$ cat src/rtl/control_unit.sv
// Moore control FSM for the 8-bit accumulator computer: fetch, decode and
// per-opcode execute sequences driving the datapath enables and bus selects.
module control_unit (
    input  logic       Clk,
    input  logic       Reset,
    input  logic [7:0] IR,
    input  logic [3:0] CCR_Result,
    output logic       IR_Load,
    output logic       MAR_Load,
    output logic       PC_Load,
    output logic       PC_Inc,
    output logic       A_Load,
    output logic       B_Load,
    output logic       CCR_Load,
    output logic [2:0] ALU_Sel,
    output logic [1:0] Bus1_Sel,
    output logic [1:0] Bus2_Sel,
    output logic       write
);

    localparam logic [7:0] LDA_IMM = 8'h86;
    localparam logic [7:0] LDA_DIR = 8'h87;
    localparam logic [7:0] LDB_IMM = 8'h88;
    localparam logic [7:0] LDB_DIR = 8'h89;
    localparam logic [7:0] STA_DIR = 8'h96;
    localparam logic [7:0] STB_DIR = 8'h97;
    localparam logic [7:0] ADD_AB  = 8'h42;
    localparam logic [7:0] SUB_AB  = 8'h43;
    localparam logic [7:0] AND_AB  = 8'h44;
    localparam logic [7:0] OR_AB   = 8'h45;
    localparam logic [7:0] INCA    = 8'h46;
    localparam logic [7:0] DECA    = 8'h47;
    localparam logic [7:0] INCB    = 8'h48;
    localparam logic [7:0] DECB    = 8'h49;
    localparam logic [7:0] BRA     = 8'h20;
    localparam logic [7:0] BMI     = 8'h21;
    localparam logic [7:0] BPL     = 8'h22;
    localparam logic [7:0] BEQ     = 8'h23;
    localparam logic [7:0] BNE     = 8'h24;
    localparam logic [7:0] BVS     = 8'h25;
    localparam logic [7:0] BVC     = 8'h26;
    localparam logic [7:0] BCS     = 8'h27;
    localparam logic [7:0] BCC     = 8'h28;

    typedef enum logic [5:0] {
        S_FETCH_0, S_FETCH_1, S_FETCH_2, S_DECODE_3,
        S_LDA_IMM_4, S_LDA_IMM_5, S_LDA_IMM_6,
        S_LDA_DIR_4, S_LDA_DIR_5, S_LDA_DIR_6, S_LDA_DIR_7, S_LDA_DIR_8,
        S_LDB_IMM_4, S_LDB_IMM_5, S_LDB_IMM_6,
        S_LDB_DIR_4, S_LDB_DIR_5, S_LDB_DIR_6, S_LDB_DIR_7, S_LDB_DIR_8,
        S_STA_DIR_4, S_STA_DIR_5, S_STA_DIR_6, S_STA_DIR_7,
        S_STB_DIR_4, S_STB_DIR_5, S_STB_DIR_6, S_STB_DIR_7,
        S_ADD_4, S_SUB_4, S_AND_4, S_OR_4,
        S_INCA_4, S_DECA_4, S_INCB_4, S_DECB_4,
        S_BR_4, S_BR_5, S_BR_6, S_BR_SKIP_4
    } state_t;

    state_t state, next_state;
    logic   branch_taken;

    always_ff @(posedge Clk or negedge Reset) begin
        if (!Reset)
            state <= S_FETCH_0;
        else
            state <= next_state;
    end

    // Flags are {N,Z,V,C}; odd branch opcodes test for a set flag, even for clear.
    always_comb begin
        branch_taken = 1'b0;
        case (IR)
            BRA: branch_taken = 1'b1;
            BMI: branch_taken = CCR_Result[3];
            BPL: branch_taken = ~CCR_Result[3];
            BEQ: branch_taken = CCR_Result[2];
            BNE: branch_taken = ~CCR_Result[2];
            BVS: branch_taken = CCR_Result[1];
            BVC: branch_taken = ~CCR_Result[1];
            BCS: branch_taken = CCR_Result[0];
            BCC: branch_taken = ~CCR_Result[0];
            default: branch_taken = 1'b0;
        endcase
    end

    always_comb begin
        next_state = S_FETCH_0;
        IR_Load    = 1'b0;
        MAR_Load   = 1'b0;
        PC_Load    = 1'b0;
        PC_Inc     = 1'b0;
        A_Load     = 1'b0;
        B_Load     = 1'b0;
        CCR_Load   = 1'b0;
        ALU_Sel    = 3'b000;
        Bus1_Sel   = 2'b00;
        Bus2_Sel   = 2'b00;
        write      = 1'b0;

        // Outputs stay at their defaults for as long as Reset is held low.
        if (Reset) begin
            case (state)
                S_FETCH_0: begin
                    Bus2_Sel   = 2'b01;
                    MAR_Load   = 1'b1;
                    next_state = S_FETCH_1;
                end
                S_FETCH_1: begin
                    PC_Inc     = 1'b1;
                    next_state = S_FETCH_2;
                end
                S_FETCH_2: begin
                    Bus2_Sel   = 2'b10;
                    IR_Load    = 1'b1;
                    next_state = S_DECODE_3;
                end
                S_DECODE_3: begin
                    case (IR)
                        LDA_IMM: next_state = S_LDA_IMM_4;
                        LDA_DIR: next_state = S_LDA_DIR_4;
                        LDB_IMM: next_state = S_LDB_IMM_4;
                        LDB_DIR: next_state = S_LDB_DIR_4;
                        STA_DIR: next_state = S_STA_DIR_4;
                        STB_DIR: next_state = S_STB_DIR_4;
                        ADD_AB:  next_state = S_ADD_4;
                        SUB_AB:  next_state = S_SUB_4;
                        AND_AB:  next_state = S_AND_4;
                        OR_AB:   next_state = S_OR_4;
                        INCA:    next_state = S_INCA_4;
                        DECA:    next_state = S_DECA_4;
                        INCB:    next_state = S_INCB_4;
                        DECB:    next_state = S_DECB_4;
                        BRA, BMI, BPL, BEQ, BNE, BVS, BVC, BCS, BCC:
                            next_state = branch_taken ? S_BR_4 : S_BR_SKIP_4;
                        default: next_state = S_FETCH_0;
                    endcase
                end

                // Operand address fetch shared in shape by loads, stores and taken branches.
                S_LDA_IMM_4, S_LDA_DIR_4, S_LDB_IMM_4, S_LDB_DIR_4,
                S_STA_DIR_4, S_STB_DIR_4, S_BR_4: begin
                    Bus2_Sel = 2'b01;
                    MAR_Load = 1'b1;
                    case (state)
                        S_LDA_IMM_4: next_state = S_LDA_IMM_5;
                        S_LDA_DIR_4: next_state = S_LDA_DIR_5;
                        S_LDB_IMM_4: next_state = S_LDB_IMM_5;
                        S_LDB_DIR_4: next_state = S_LDB_DIR_5;
                        S_STA_DIR_4: next_state = S_STA_DIR_5;
                        S_STB_DIR_4: next_state = S_STB_DIR_5;
                        default:     next_state = S_BR_5;
                    endcase
                end
                S_LDA_IMM_5, S_LDA_DIR_5, S_LDB_IMM_5, S_LDB_DIR_5,
                S_STA_DIR_5, S_STB_DIR_5, S_BR_5: begin
                    PC_Inc = 1'b1;
                    case (state)
                        S_LDA_IMM_5: next_state = S_LDA_IMM_6;
                        S_LDA_DIR_5: next_state = S_LDA_DIR_6;
                        S_LDB_IMM_5: next_state = S_LDB_IMM_6;
                        S_LDB_DIR_5: next_state = S_LDB_DIR_6;
                        S_STA_DIR_5: next_state = S_STA_DIR_6;
                        S_STB_DIR_5: next_state = S_STB_DIR_6;
                        default:     next_state = S_BR_6;
                    endcase
                end

                S_LDA_IMM_6: begin
                    Bus2_Sel = 2'b10;
                    A_Load   = 1'b1;
                end
                S_LDB_IMM_6: begin
                    Bus2_Sel = 2'b10;
                    B_Load   = 1'b1;
                end
                S_BR_6: begin
                    Bus2_Sel = 2'b10;
                    PC_Load  = 1'b1;
                end

                // Direct addressing: memory operand becomes the new MAR, then one wait state.
                S_LDA_DIR_6, S_LDB_DIR_6, S_STA_DIR_6, S_STB_DIR_6: begin
                    Bus2_Sel = 2'b10;
                    MAR_Load = 1'b1;
                    case (state)
                        S_LDA_DIR_6: next_state = S_LDA_DIR_7;
                        S_LDB_DIR_6: next_state = S_LDB_DIR_7;
                        S_STA_DIR_6: next_state = S_STA_DIR_7;
                        default:     next_state = S_STB_DIR_7;
                    endcase
                end
                S_LDA_DIR_7: next_state = S_LDA_DIR_8;
                S_LDB_DIR_7: next_state = S_LDB_DIR_8;
                S_LDA_DIR_8: begin
                    Bus2_Sel = 2'b10;
                    A_Load   = 1'b1;
                end
                S_LDB_DIR_8: begin
                    Bus2_Sel = 2'b10;
                    B_Load   = 1'b1;
                end
                S_STA_DIR_7: begin
                    Bus1_Sel = 2'b01;
                    write    = 1'b1;
                end
                S_STB_DIR_7: begin
                    Bus1_Sel = 2'b10;
                    write    = 1'b1;
                end

                S_ADD_4:  begin ALU_Sel = 3'b000; CCR_Load = 1'b1; A_Load = 1'b1; end
                S_SUB_4:  begin ALU_Sel = 3'b001; CCR_Load = 1'b1; A_Load = 1'b1; end
                S_AND_4:  begin ALU_Sel = 3'b010; CCR_Load = 1'b1; A_Load = 1'b1; end
                S_OR_4:   begin ALU_Sel = 3'b011; CCR_Load = 1'b1; A_Load = 1'b1; end
                S_INCA_4: begin ALU_Sel = 3'b100; CCR_Load = 1'b1; A_Load = 1'b1; end
                S_DECA_4: begin ALU_Sel = 3'b101; CCR_Load = 1'b1; A_Load = 1'b1; end
                S_INCB_4: begin ALU_Sel = 3'b110; CCR_Load = 1'b1; B_Load = 1'b1; end
                S_DECB_4: begin ALU_Sel = 3'b111; CCR_Load = 1'b1; B_Load = 1'b1; end

                S_BR_SKIP_4: PC_Inc = 1'b1;

                default: next_state = S_FETCH_0;
            endcase
        end
    end

endmodule

$ cat config.mk
export PLATFORM = sky130hd
export DESIGN_NAME = control_unit
export DESIGN_NICKNAME = d
export VERILOG_FILES = /design/src/rtl/control_unit.sv
export SDC_FILE = /design/constraint.sdc
export NUM_CORES = 1
export LEC_CHECK = 0
export CAP_MARGIN = 20
export CORE_ASPECT_RATIO = 0.9
export CORE_UTILIZATION = 45
export CTS_CLUSTER_DIAMETER = 150
export DETAILED_ROUTE_END_ITERATION = 6
export GPL_TIMING_DRIVEN = 1
export PLACE_DENSITY = 0.77
export RECOVER_POWER = 50
export SYNTH_ARGS = -nofsm -noshare
export SYNTH_HDL_FRONTEND = slang
export SYNTH_SLANG_ARGS = --single-unit
$ cat constraint.sdc
create_clock -name Clk -period 4.28 [get_ports Clk]
set_input_delay 0.428 -clock Clk [delete_from_list [all_inputs] [get_ports Clk]]
set_output_delay 0.428 -clock Clk [all_outputs]
set_load 0.03 [all_outputs]
# Word-level counts from Yosys, hierarchy flattened
# Cells that the tools add are included.
[classes]
bitwise = 4
n_eq_ne = 62
n_mux = 30
reduce_logical = 13
[op_table]
columns = ["op", "count"]
rows = [
  ["6-bit by 5-bit == test with 1-bit output (second input constant)", 16],
  ["6-bit case mux with 15 select lines", 1],
  ["8-bit by 6-bit == test with 1-bit output (second input constant)", 9],
  ["6-bit case mux with 6 select lines", 2],
  ["8-bit by 7-bit == test with 1-bit output (second input constant)", 8],
  ["6-bit case mux with 9 select lines", 1],
  ["6-bit by 4-bit == test with 1-bit output (second input constant)", 8],
  ["6-bit == test (second input constant)", 8],
  ["8-bit == test (second input constant)", 6],
  ["6-bit by 3-bit == test with 1-bit output (second input constant)", 4],
  ["8-bit OR reduction", 3],
  ["3-bit case mux with 7 select lines", 1],
  ["9-bit OR reduction", 2],
  ["1-bit 2-to-1 mux", 16],
  ["5-bit case mux with 3 select lines", 1],
  ["7-bit OR reduction", 2],
  ["6-bit by 2-bit == test with 1-bit output (second input constant)", 2],
  ["12-bit OR reduction", 1],
  ["10-bit OR reduction", 1],
  ["1-bit case mux with 9 select lines", 1],
  ["2-bit case mux with 2 select lines", 2],
  ["4-bit OR reduction", 2],
  ["6-bit by 1-bit == test with 1-bit output (second input constant)", 1],
  ["6-bit logical NOT", 1],
  ["5 further kinds", 10],
]
[word_totals]
register_bits = 6
wordCells = 110

# Longest topological paths before layout
[depth]
ltp_word = 6
mapped_depth = 7

# Least setup slack after synthesis
# OpenSTA, ideal clock, no wires.
[synth_timing]
path_type = "register to output"
from = "register state[3]"
to = "output port ALU_Sel[0]"
arrival_ps = 1929
slack_ps = 1923
required_time_ps = 3852
path_buffers = 2
stages_incl_launch_ff = 6
cell_sequence = "dfrtp_1 > clkbuf_1 > buf_1 > nand3_1 > a21oi_1 > and2_1"
[synth_via]
elab_chain_len = 3
[synth_lines]
columns = ["item", "line_no", "text"]
rows = [
  ["from (decl)", "58", "state_t state, next_state;"],
  ["from (signal assigned)", "65", "state <= next_state;"],
  ["6-bit == test / 6-bit by 5-bit == test with 1-bit output (equally long branches)", "101", "case (state)"],
  ["3-bit case mux with 7 select lines *", "101", ""],
  ["3-bit 2-to-1 mux *", "100", "if (Reset) begin"],
  ["to (decl)", "15", "output logic [2:0] ALU_Sel,"],
]
# Every way passes the cells marked *; elsewhere a longest branch is shown, timed or not.

# Worst setup path after layout
[layout_timing]
from = "register state[2]"
to = "output port A_Load"
[layout_via]
elab_chain_len = 4
[layout_lines]
columns = ["item", "line_no", "text"]
rows = [
  ["6-bit by 4-bit == test with 1-bit output, or another cell as far along", "101", ""],
  ["8-bit OR reduction (no source line) *", "n/a", ""],
  ["1-bit 2-to-1 mux *", "101", ""],
  ["1-bit 2-to-1 mux *", "100", ""],
  ["to (decl)", "12", "output logic A_Load,"],
]
# Marked as above.

==> metrics.md <==
| Metric | Value |
|---|---|
| Global-route wire length before repair | `5630 um` |
| R2R depth | `5` |
| Via-to-Cell Ratio | `6.56` |
| Seq. cell area | `150 sq um` |
| Worst IR Drop VDD | `0.0478 mV` |
| Post-CTS Setup Bufs | `0` |
| DR vias | `1,503` |
| PwrDens | `130 nW/um^2` |
| IO Port Bufs | `28` |
| R2R setup slack | `2.21 ns` |
| Outcome | `complete, no violations` |
| Setup-failing EPs final | `0` |
| Share of post-route cells with drive strength above 1 | `6.97%` |
| Commonest non-fill, non-tap cell in the layout | `clkdlybuf4s50_1` |
| Synth warn | `0` |
| Die Wd | `57.2 um` |
| Number of synthesized flops with an enable pin | `0` |
| Commonest cells after routing, fill and taps aside | `25 x clkdlybuf4s50_1, 23 x a21oi_1, 18 x nor2_1, 12 x nand2_1, 11 x nand3_1` |
| Synth Area in Simple Gates | `39.9%` |
| Crit-path cells | `nor2b_1 -> mux2i_1 -> o31a_1 -> o22a_1 -> nor2_1 -> clkdlybuf4s50_1` |
| Placed Area | `1480 sq um` |
| Sequential cell area fraction in the yosys report | `12.2%` |
| Biggest register | `state` |
| Largest net degree at the start of global routing | `27` |
| Worst clock skew | `0.00405 ns` |
| LEAKAGE | `0.495 nW` |
| CP Max Fanout | `17` |
| Slowest Stage Delay on Critical Path | `0.68 ns` |
| GRT overflow | `0` |
| Compound-Gate Fraction of Synth Area | `35.0%` |
| ANT nets after route | `0` |
| Cells after Synth | `188` |
| Pins Over Slew Limit | `0` |
| Clock share of power | `28.0%` |
| Nature of the critical path startpoint | `flip-flop` |
| Initial antenna violation count | `0` |
| Mapped Area | `1230 sq um` |
| Minimum clock period | `3.15 ns` |
| Footprint of the multi-input gates | `990 sq um` |
| Global-route usage over all layers | `24.0%` |
| Synth Flop Type | `dfrtp_1` |
| Clock Tree Root | `clkbuf_4` |
| Final worst-path cycle share | `73.7%` |
| Clock sink count | `6` |
| Chip height | `51.6 um` |
| Drt pass-1 iters | `4` |
| Final Hold Viols | `0` |
| Slew at the pin closest to its max-slew limit | `0.803 ns` |
| FF-to-FF End | `state[3]` |
| DR iter-0 viols | `91` |
| Sequential power share | `33.8%` |
| Initial core utilization | `48.7%` |
| Filler cell count | `235` |
| Slowest CP cell | `clkdlybuf4s50_1` |
| Mux contribution to synthesized area | `2.44%` |
| Main combinational cell family by area after synthesis | `simple AND/OR/NAND/NOR gates` |
| CP Buf/Inv Count | `1` |
| Post-synthesis xor/xnor area fraction | `2.13%` |
| Largest regs | `state (6)` |
| Syn-to-layout area delta | `21.7%` |
| Avg WL per Cell | `15.1 um` |
| Cts hold-fix bufs | `0` |
| RR Startpoint | `state[2]` |
| HPWL after DPL | `2480 um` |
| FP Rows | `17` |
| Design Area, Final | `1500 sq um` |
| Internal power | `0.125 mW` |
| Unrepaired setup endpoints after global routing | `no` |
| Core area | `2530 sq um` |
| Post-Synth Adder-Cell Area | `0.812%` |
| Routed WL | `3460 um` |
| Max frequency | `0.317 GHz` |
| Num CTS Buffers | `3` |
| Clock latency on the worst-skew pair | `0.25 ns` |
| Relative slew slack | `46.5%` |
| Die footprint | `2950 sq um` |
| H-tree lvl count | `1` |
| Setup TNS | `0 ns` |
| Logic pwr share | `38.2%` |
| Worst EP arrival | `2.73 ns` |
| Synth Register Bits | `6` |
| PostCTS Resize Cnt | `0` |
| Syn Area/Cell | `6.56 sq um` |
| Ys async rst share | `100%` |
| Synth cell types | `46` |
| Hold Path Class | `input pin to async pin` |
| IO Pins | `29` |
| TritonCTS clock tree | `yes` |
| Clock slew seen by the registers of the worst setup and hold paths | `0.05 ns` |
| Levels on crit path | `6` |
| Maxcap violations | `0` |
| Crit Path Category | `flip-flop to primary output` |
| DRC viols | `0` |
| Vias in the first global route | `1,212` |
| Nets | `217` |
| CTS Buffer Depth | `2` |
| Final Wtd Congestion | `0.870` |
| Max FFs per register | `6` |
| Antenna Diode Count | `0` |
| Switching portion of total power | `35.8%` |
| Synthesized Nets | `202` |
| Net Switching | `0.0697 mW` |
| CP Capture Type | `primary output` |
| Worst Path Required | `3.85 ns` |
| CP delay by family, top | `buffers and inverters` |
[worst max path at each step]
stage / startpoint / to / slack, ns
after floorplan: state[3] / ALU_Sel[0] / 1.92
after global placement: Reset / ALU_Sel[0] / 1.35
after detailed placement: Reset / ALU_Sel[1] / 1.24
after CTS: state[3] / PC_Inc / 1.18
after global routing: state[3] / PC_Inc / 0.94
final: state[2] / A_Load / 1.13
[cell type report]
type,instances,share of cell area [%]
clock buffer,3,1.50
timing repair buffer,28,18.7
tap,28,2.34
inverter,6,1.50
multi-input combinational,158,66.0
sequential,6,10.0
[cells in the mapped netlist, types with 2 or more instances]
master	n	share of area, %
a21oi_1	23	9.3
nor2_1	18	5.5
clkbuf_1	15	4.6
nand2_1	12	3.7
nand3_1	11	4.5
nand2b_1	9	4.6
o21ai_0	8	3.2
dfrtp_1	6	12
o32ai_1	6	4.3
inv_1	5	1.5
nor2b_1	5	2.5
nor3_1	5	2.0
or2_2	5	2.5
a2bb2oi_1	4	2.8
and2_1	4	2.0
o22a_1	4	2.8
a22oi_1	3	1.8
and3_1	3	1.5
mux2i_1	3	2.4
nand3b_1	3	1.8
o22ai_1	3	1.5
xnor2_1	3	2.1
a211oi_1	2	1.2
a221oi_1	2	1.4
a311oi_1	2	1.4
buf_2	2	0.81
nor3b_1	2	1.2
or3_1	2	1.0
[metal layers]
metal / vias up / routed length [um] / GRT usage, %
met5: - / 0 / 0
met4: 0 / 14 / 2.44
met3: 3 / 257 / 4.48
met2: 70 / 1530 / 35.5
met1: 699 / 1650 / 36.9
li1: 731 / - / -
[metrics by stage]
step / std cells / setup slack (ns) / utilization [%] / power, mW / hold slack (ns)
floorplan: 188 / 1.92 / - / 0.112 / 0.132
detailed placement: 226 / 1.24 / 58.4 / 0.140 / 0.744
global route: 229 / 0.938 / 59.3 / 0.206 / 0.550
CTS: 229 / 1.18 / 59.3 / 0.194 / 0.478
global placement: 226 / 1.35 / 58.4 / 0.138 / 0.732
finish: 229 / 1.13 / 59.3 / 0.194 / 0.541
[power by group through the flow]
stage | Sequential (mW) | Combinational [mW] | Clock, mW
finish | 0.0657 | 0.0743 | 0.0544
global route | 0.0662 | 0.0808 | 0.0593
CTS | 0.0657 | 0.0739 | 0.0540
detailed placement | 0.0665 | 0.0737 | 0
global placement | 0.0663 | 0.0721 | 0
floorplan | 0.0605 | 0.0512 | 0
[cell families (layout without fill, tap and decap cells)]
| logic type | Yosys count | after routing |
|---|---|---|
| XOR/XNOR | 3 | 3 |
| adder cells (fa/ha/maj) | 1 | 1 |
| AND/OR/NAND/NOR | 88 | 88 |
| multiplexers | 3 | 3 |
| buffers and inverters | 24 | 37 |
| AO/OA/AOI/OAI | 63 | 63 |
| flip-flops | 6 | 6 |
(Power assumes the default switching activity.)
